File: config.mk
export PLATFORM = sky130hd
export DESIGN_NAME = trap_ctrl_flat
export DESIGN_NICKNAME = d
export VERILOG_FILES = /design/src/rtl/trap_ctrl_if.sv /design/src/rtl/trap_ctrl.sv /design/src/flat_wrapper.sv
export SDC_FILE = /design/constraint.sdc
export NUM_CORES = 1
export LEC_CHECK = 0
export CORE_AREA = 4 4 137 113
export DETAILED_ROUTE_END_ITERATION = 7
export DIE_AREA = 0 0 141 117
export PLACE_DENSITY = 0.76
export SLEW_MARGIN = 10
export SYNTH_ARGS = -nofsm -noshare
export SYNTH_HDL_FRONTEND = slang
export SYNTH_SLANG_ARGS = --single-unit
File: constraint.sdc
create_clock -name clk -period 2.02 [get_ports clk]
set_input_delay 0.404 -clock clk [delete_from_list [all_inputs] [get_ports clk]]
set_output_delay 0.404 -clock clk [all_outputs]
set_load 0.1 [all_outputs]
File: src/rtl/trap_ctrl_if.sv
// CSR file access bundle between the trap sequencer (master) and the CSR file (slave).
// Signal names match the original flat port names so existing wiring maps across one-to-one.
interface trap_ctrl_if;
    logic [11:0] csr_raddr_o;
    logic [11:0] csr_waddr_o;
    logic [31:0] csr_wdata_o;
    logic [31:0] csr_rdata_i;

    modport master (
        output csr_raddr_o,
        output csr_waddr_o,
        output csr_wdata_o,
        input  csr_rdata_i
    );

    modport slave (
        input  csr_raddr_o,
        input  csr_waddr_o,
        input  csr_wdata_o,
        output csr_rdata_i
    );
endinterface

File: src/rtl/trap_ctrl.sv
// Trap/MRET sequencer: passes pipeline CSR traffic through in IDLE, otherwise owns the CSR
// ports to save/restore mepc/mcause/mstatus and emits a one-cycle PC redirect.
module trap_ctrl #(
    parameter logic [11:0] CSR_NONE    = 12'h000,
    parameter logic [11:0] CSR_MSTATUS = 12'h300,
    parameter logic [11:0] CSR_MTVEC   = 12'h305,
    parameter logic [11:0] CSR_MEPC    = 12'h341,
    parameter logic [11:0] CSR_MCAUSE  = 12'h342
) (
    input  logic               clk,
    input  logic               rst,
    input  logic               exc_valid_i,
    input  logic [3:0]         exc_cause_i,
    input  logic [31:0]        exc_pc_i,
    input  logic               mret_i,
    input  logic [11:0]        ex_csr_raddr_i,
    input  logic [11:0]        ex_csr_waddr_i,
    input  logic [31:0]        ex_csr_wdata_i,
    trap_ctrl_if.master        csr,
    output logic               stall_o,
    output logic               redirect_o,
    output logic [31:0]        redirect_pc_o
);

    typedef enum logic [2:0] {
        IDLE, T_EPC, T_CAUSE, T_STAT, T_REDIR, R_STAT, R_EPC, R_REDIR
    } state_t;

    state_t      r_state;
    state_t      w_next;
    logic [31:0] r_pc_q;
    logic [3:0]  r_cause_q;
    logic [31:0] r_stat_q;
    logic [31:0] r_vec_q;
    logic [31:0] w_trap_stat;
    logic [31:0] w_mret_stat;

    always_ff @(posedge clk) begin
        if (rst) begin
            r_state   <= IDLE;
            r_pc_q    <= '0;
            r_cause_q <= '0;
            r_stat_q  <= '0;
            r_vec_q   <= '0;
        end else begin
            r_state <= w_next;
            case (r_state)
                IDLE: begin
                    if (exc_valid_i) begin
                        r_pc_q    <= exc_pc_i;
                        r_cause_q <= exc_cause_i;
                    end
                end
                T_EPC:   r_stat_q <= csr.csr_rdata_i;
                T_CAUSE: r_vec_q  <= csr.csr_rdata_i;
                R_STAT:  r_stat_q <= csr.csr_rdata_i;
                R_EPC:   r_pc_q   <= csr.csr_rdata_i;
                default: ;
            endcase
        end
    end

    always_comb begin
        w_trap_stat        = r_stat_q;
        w_trap_stat[7]     = r_stat_q[3];
        w_trap_stat[3]     = 1'b0;
        w_trap_stat[12:11] = 2'b11;

        w_mret_stat        = r_stat_q;
        w_mret_stat[3]     = r_stat_q[7];
        w_mret_stat[7]     = 1'b1;
        w_mret_stat[12:11] = 2'b11;
    end

    always_comb begin
        w_next          = r_state;
        csr.csr_raddr_o = CSR_NONE;
        csr.csr_waddr_o = CSR_NONE;
        csr.csr_wdata_o = '0;
        stall_o         = 1'b1;
        redirect_o      = 1'b0;
        redirect_pc_o   = '0;

        case (r_state)
            IDLE: begin
                csr.csr_raddr_o = ex_csr_raddr_i;
                csr.csr_wdata_o = ex_csr_wdata_i;
                csr.csr_waddr_o = (exc_valid_i || mret_i) ? CSR_NONE : ex_csr_waddr_i;
                stall_o         = exc_valid_i | mret_i;
                if (exc_valid_i)  w_next = T_EPC;
                else if (mret_i)  w_next = R_STAT;
            end
            T_EPC: begin
                csr.csr_waddr_o = CSR_MEPC;
                csr.csr_wdata_o = r_pc_q;
                csr.csr_raddr_o = CSR_MSTATUS;
                w_next          = T_CAUSE;
            end
            T_CAUSE: begin
                csr.csr_waddr_o = CSR_MCAUSE;
                csr.csr_wdata_o = {28'h0, r_cause_q};
                csr.csr_raddr_o = CSR_MTVEC;
                w_next          = T_STAT;
            end
            T_STAT: begin
                csr.csr_waddr_o = CSR_MSTATUS;
                csr.csr_wdata_o = w_trap_stat;
                w_next          = T_REDIR;
            end
            T_REDIR: begin
                redirect_o    = 1'b1;
                redirect_pc_o = {r_vec_q[31:2], 2'b00};
                w_next        = IDLE;
            end
            R_STAT: begin
                csr.csr_raddr_o = CSR_MSTATUS;
                w_next          = R_EPC;
            end
            R_EPC: begin
                csr.csr_raddr_o = CSR_MEPC;
                csr.csr_waddr_o = CSR_MSTATUS;
                csr.csr_wdata_o = w_mret_stat;
                w_next          = R_REDIR;
            end
            R_REDIR: begin
                redirect_o    = 1'b1;
                redirect_pc_o = {r_pc_q[31:2], 2'b00};
                w_next        = IDLE;
            end
            default: w_next = IDLE;
        endcase

        // Reset aborts in the same cycle: no further CSR writes and no redirect escape.
        if (rst) begin
            csr.csr_waddr_o = CSR_NONE;
            stall_o         = 1'b0;
            redirect_o      = 1'b0;
            redirect_pc_o   = '0;
        end
    end

endmodule

File: src/flat_wrapper.sv
// flat-port wrapper written by rule: the top's interface ports become plain ports
module trap_ctrl_flat 
#(
    parameter logic [11:0] CSR_NONE    = 12'h000,
    parameter logic [11:0] CSR_MSTATUS = 12'h300,
    parameter logic [11:0] CSR_MTVEC   = 12'h305,
    parameter logic [11:0] CSR_MEPC    = 12'h341,
    parameter logic [11:0] CSR_MCAUSE  = 12'h342
)
  (clk, rst, exc_valid_i, exc_cause_i, exc_pc_i, mret_i, ex_csr_raddr_i, ex_csr_waddr_i, ex_csr_wdata_i, stall_o, redirect_o, redirect_pc_o, csr_csr_raddr_o, csr_csr_waddr_o, csr_csr_wdata_o, csr_csr_rdata_i);
  trap_ctrl_if csr_i ();
  input  logic clk;
  input  logic rst;
  input  logic exc_valid_i;
  input  logic [3:0] exc_cause_i;
  input  logic [31:0] exc_pc_i;
  input  logic mret_i;
  input  logic [11:0] ex_csr_raddr_i;
  input  logic [11:0] ex_csr_waddr_i;
  input  logic [31:0] ex_csr_wdata_i;
  output logic stall_o;
  output logic redirect_o;
  output logic [31:0] redirect_pc_o;
  output wire logic [$bits(csr_i.csr_raddr_o)-1:0] csr_csr_raddr_o;
  output wire logic [$bits(csr_i.csr_waddr_o)-1:0] csr_csr_waddr_o;
  output wire logic [$bits(csr_i.csr_wdata_o)-1:0] csr_csr_wdata_o;
  input wire logic [$bits(csr_i.csr_rdata_i)-1:0] csr_csr_rdata_i;
  assign csr_csr_raddr_o = csr_i.csr_raddr_o;
  assign csr_csr_waddr_o = csr_i.csr_waddr_o;
  assign csr_csr_wdata_o = csr_i.csr_wdata_o;
  assign csr_i.csr_rdata_i = csr_csr_rdata_i;
  trap_ctrl #(.CSR_NONE(CSR_NONE), .CSR_MSTATUS(CSR_MSTATUS), .CSR_MTVEC(CSR_MTVEC), .CSR_MEPC(CSR_MEPC), .CSR_MCAUSE(CSR_MCAUSE)) u_core (.clk(clk), .rst(rst), .exc_valid_i(exc_valid_i), .exc_cause_i(exc_cause_i), .exc_pc_i(exc_pc_i), .mret_i(mret_i), .ex_csr_raddr_i(ex_csr_raddr_i), .ex_csr_waddr_i(ex_csr_waddr_i), .ex_csr_wdata_i(ex_csr_wdata_i), .csr(csr_i), .stall_o(stall_o), .redirect_o(redirect_o), .redirect_pc_o(redirect_pc_o));
endmodule
Word-level counts from Yosys, hierarchy flattened
Cells that the tools add are included.

Eq/ne operators: 9. Mux-type cells: 16. Bitwise operators: 1. Reduce and logical (&&, ||, !) cells: 8.

Operator list (number): $pmux W32 S5 (1); $pmux W32 S2 (2); $pmux W12 S4 (2); $mux W32 (2); $mux W12 (2); $pmux W3 S7 (1); $eq A3 B3 Y1 const B (4); $eq A3 B2 Y1 const B (2); $mux W3 (2); $reduce_or A2 Y1 (3); $mux W1 (4); $reduce_and A2 Y1 (2); $eq A3 B1 Y1 const B (1); $logic_not A3 Y1 (1); $ne A3 B3 Y1 const B (1); $ne A2 B2 Y1 const B (1); $reduce_bool A2 Y1 (1); $logic_or A1 B1 Y1 (1); $or A1 B1 Y1 (1).

Output and inout bits: 90. Logic and storage cells: 39. Flip-flop bits (word level): 103.

Depth between registers and ports, before layout
Depth after elaboration: 4. Depth in mapped cells: 8. Gate-level depth less buffers: 5.

Worst setup path after synthesis
No wires, ideal clock.

Path type: reg-to-output. Start point: reg u_core.r_state[0]. End point: out csr_csr_wdata_o[3]. Data required time: 1.616 ns. Arrival time: 3.330 ns. Slack: -1.714 ns. Stages on the path, launching flop included: 8. Path through: dfxtp_1 -> inv_1 -> ha_1 -> buf_4 -> clkbuf_1 -> and3_1 -> a21oi_1 -> o21ai_0.

Word-level cells in the longest chain between the ends: 2.

Ends and longest elaborated chain: from (decl) (RTL line trap_ctrl.sv:29) `state_t r_state;`; from (signal assigned) (RTL line trap_ctrl.sv:46) `r_state <= w_next;`; $eq A3 B3 Y1, or another cell as far along (RTL line trap_ctrl.sv:84) `case (r_state)`; $pmux W32 S5 * (RTL line trap_ctrl.sv:84); to (decl) (RTL line flat_wrapper.sv:26) `output wire logic [$bits(csr_i.csr_wdata_o)-1:0] csr_csr_wdata_o;`.

Mark *: on every way between the ends. The rest lies on a longest branch, timed or not.

Worst setup path in the final report
Start point: reg u_core.r_state[0]. End point: out csr_csr_wdata_o[10].

The elaborated chain is that of the path after synthesis.

==> reports/metrics.yaml <==
status: "complete, but fails checks"
failed_checks: "setup timing"
hpwl_um: 16790
min_from: "rst"
finalClockSkew_ns: 0.007281
worstReg2RegEnd: "u_core.r_pc_q[8]"
cts-root-buf: "clkbuf_16"
setup.worst_path.end_class: "output pin"
synth_area_leaders: "dfxtp_1 (36%), nand2_1 (9.2%), a311oi_2 (8.2%), a22oi_1 (7.5%), nor2_1 (6.9%)"
syn_area_sq_um: 5524
critPathKind: "reg2out"
setup_slack_ns: -0.4288
irDropWorstVdd_mv: 1.703
cts_tree: "done"
io_buffers: 215
drive_gt1_frac: 0.4339
insertion_delay_ns: 0.36
synth.distinct_cells: 40
die_y_um: 117
whs_ns: 0.3323
finalCriticalPeriod_ns: 2.449
io-pin-count: 218
cap_viol_max_count: 0
grt_pass1_wl_um: 37870
yosysTopAreaCell: "dfxtp_1"
hold_end: "u_core.r_state[1]"
antenna_cells: 0
wl_per_cell_um: 22.95
finalHoldViolCount: 0
ant_nets: 0
yosysWarnings: 0
synth.most_common_cell: "nand2_1"
vias: 6639
r2r-start: "u_core.r_state[0]"
ys_seq_area_frac: 0.3588
placed_cells: 1079
drt-total-wl_um: 25910
synth_common_cells: "nand2_1 (135), nor2_1 (102), dfxtp_1 (99)"
clock_sinks: 99
rows: 39
gp_congestion: 0.9293
rsz0062_at_grt: "true"
avgSynthCellArea_sq_um: 7.937
worstPathMaxFanout: 8
setup_violations: 88
clockBufferDepth: 2
power_density_nw_per_um2: 1941
netlist_instances: 696
critPathArrivalTime_ns: 2.04
drcViolationCount: 0
cts_hold_buf: 0
fin_crit_sh: 1.212
fin_cells: 1129
slew_viol_final: 0
netlist.area_leader.share: 0.3588
grt_max_degree: 52
via_per_inst: 5.880
drt_iter0_drc: 582
yosys_register_bits: 99
dr.pass1.iters: 5
synth_edf_count: 0
fmax_mhz: 408.4
antenna_found_initial: 0
die_area_sq_um: 16500
grt_remaining_overflow: 0
power_leakage_nw: 3.999
required_ns: 1.62
nNetsFinal: 1075
grt_usage: 0.2958
hold_class: "in2reg"
reg2regPathDepth: 7
holdPathStages: 2
ys_async_sr_fraction: 0
cts_inserted_buffers: 9
synthFlopType: "dfxtp_1"
htree_levels: 3
start_util: 0.3931
die_w_um: 141
coreArea_sq_um: 14050
grt_pass1_vias: 6676
synthToLayoutAreaGrowth_pct: 100.5
start_kind: "flop"
regToRegSetupSlack_ns: 0.08
path_clk_slew_ns: 0.07
per-layer routing:
| metal | part of all wire | vias to the layer above | track usage |
|---|---|---|---|
| met3 | 0.11 | 51 | 0.07799 |
| li1 | - | 2950 | - |
| met1 | 0.39 | 3200 | 0.3679 |
| met2 | 0.48 | 438 | 0.5054 |
| met5 | 0 | - | 0 |
| met4 | 0.021 | 0 | 0.09619 |
cells by family (layout without fill, tap and decap cells):
group / count (synthesis) / in the layout / synth area share
buf+inv: 86 / 334 / 0.07361
mux: 36 / 36 / 0.06546
flops: 99 / 99 / 0.3588
compound gates: 169 / 169 / 0.2618
other cells: 1 / 2 / 0.0006789
fa+ha+maj: 6 / 6 / 0.01359
simple gates: 299 / 299 / 0.2261
report_power, final:
part           total (mW)  leakage, nW  switching [mW]  internal, mW
logic                16.6         3.04            9.89          6.68
registers            3.12        0.813           0.562          2.55
clock network        1.81        0.145           0.811         0.995
total                21.5         4.00            11.3          10.2
worst max-delay path, stage by stage, from the launching register on:
cell and delay, ns:
dfxtp_4 0.37, buf_6 0.13, ha_4 0.18, mux2_4 0.34, buf_12 0.17, a22oi_2 0.26, nor2_4 0.06, buf_12 0.17
cells in the final DEF, fill, tap and decap left out, types with 3 or more instances in the layout:
cell / Yosys / final
ha_4: 0 / 4
a21oi_2: 0 / 3
nor3_1: 40 / 35
and2_4: 0 / 4
nand2_2: 0 / 3
o21ai_4: 0 / 6
nor2_4: 0 / 65
nor2_1: 102 / 36
a211oi_2: 0 / 3
a22oi_2: 0 / 55
a2bb2oi_2: 0 / 3
inv_1: 11 / 8
nor3_4: 0 / 5
a311oi_2: 30 / 31
clkdlybuf4s50_1: 0 / 125
and2_2: 0 / 6
nor2b_4: 0 / 4
buf_6: 5 / 11
buf_4: 4 / 53
a222oi_1: 4 / 4
bufbuf_16: 0 / 3
nand2_1: 135 / 132
a22o_1: 21 / 21
mux2i_1: 35 / 35
buf_12: 0 / 106
dfxtp_1: 99 / 96
dfxtp_4: 0 / 3
clkbuf_16: 0 / 15
a21oi_1: 34 / 30
cell type report:
class,count,area (sq um)
Tap cell,184,230.2
Sequential cell,99,1993
Fill cell,841,2979
Clock inverter,5,60.06
Clock buffer,10,239.0
Multi-Input combinational cell,512,4289
Inverter,11,53.80
Timing Repair Buffer,308,4209
registers in the layout (all words and copies together), names as in the netlist:
register and count:
u_core.r_pc_q 32, u_core.r_state 3, u_core.r_cause_q 4, u_core.r_stat_q 30, u_core.r_vec_q 30
through the flow:
step	util	setup TNS (ns)	setup slack [ns]	area, sq um	power [mW]
2_1_floorplan	-	-9.787	-0.4727	6380	12.53
3_3_place_gp	0.6996	-3.784	-0.2537	9832	17.43
3_5_place_dp	0.6996	-5.456	-0.2907	9832	17.63
4_1_cts	0.7593	-25.94	-0.4072	10670	20.51
5_1_grt	0.7880	-33.87	-0.4860	11070	22.12
6_report	0.7880	-29.71	-0.4288	11070	21.49
how the worst max path moves through the flow:
stage / start / to / slack, ns / cells after the start
5_1_grt: u_core.r_state[0] / csr_csr_waddr_o[6] / -0.49 / 8
3_5_place_dp: mret_i / csr_csr_waddr_o[9] / -0.29 / 7
3_3_place_gp: mret_i / csr_csr_waddr_o[9] / -0.25 / 7
4_1_cts: u_core.r_state[1] / csr_csr_waddr_o[9] / -0.41 / 8
6_report: u_core.r_state[0] / csr_csr_wdata_o[10] / -0.43 / 7
2_1_floorplan: u_core.r_state[1] / csr_csr_waddr_o[10] / -0.47 / 6
timing repair:
| item | 4_1_cts | 5_1_grt |
|---|---|---|
| resized for setup | 75 | 37 |
| pin swaps | 28 | 50 |
| setup buffers | 14 | 11 |
| gates cloned | 3 | 7 |
| endpoints found under the setup margin | 88 | 91 |
| hold endpoints to repair | 0 | 0 |
Power figures use the tool's default switching activity.
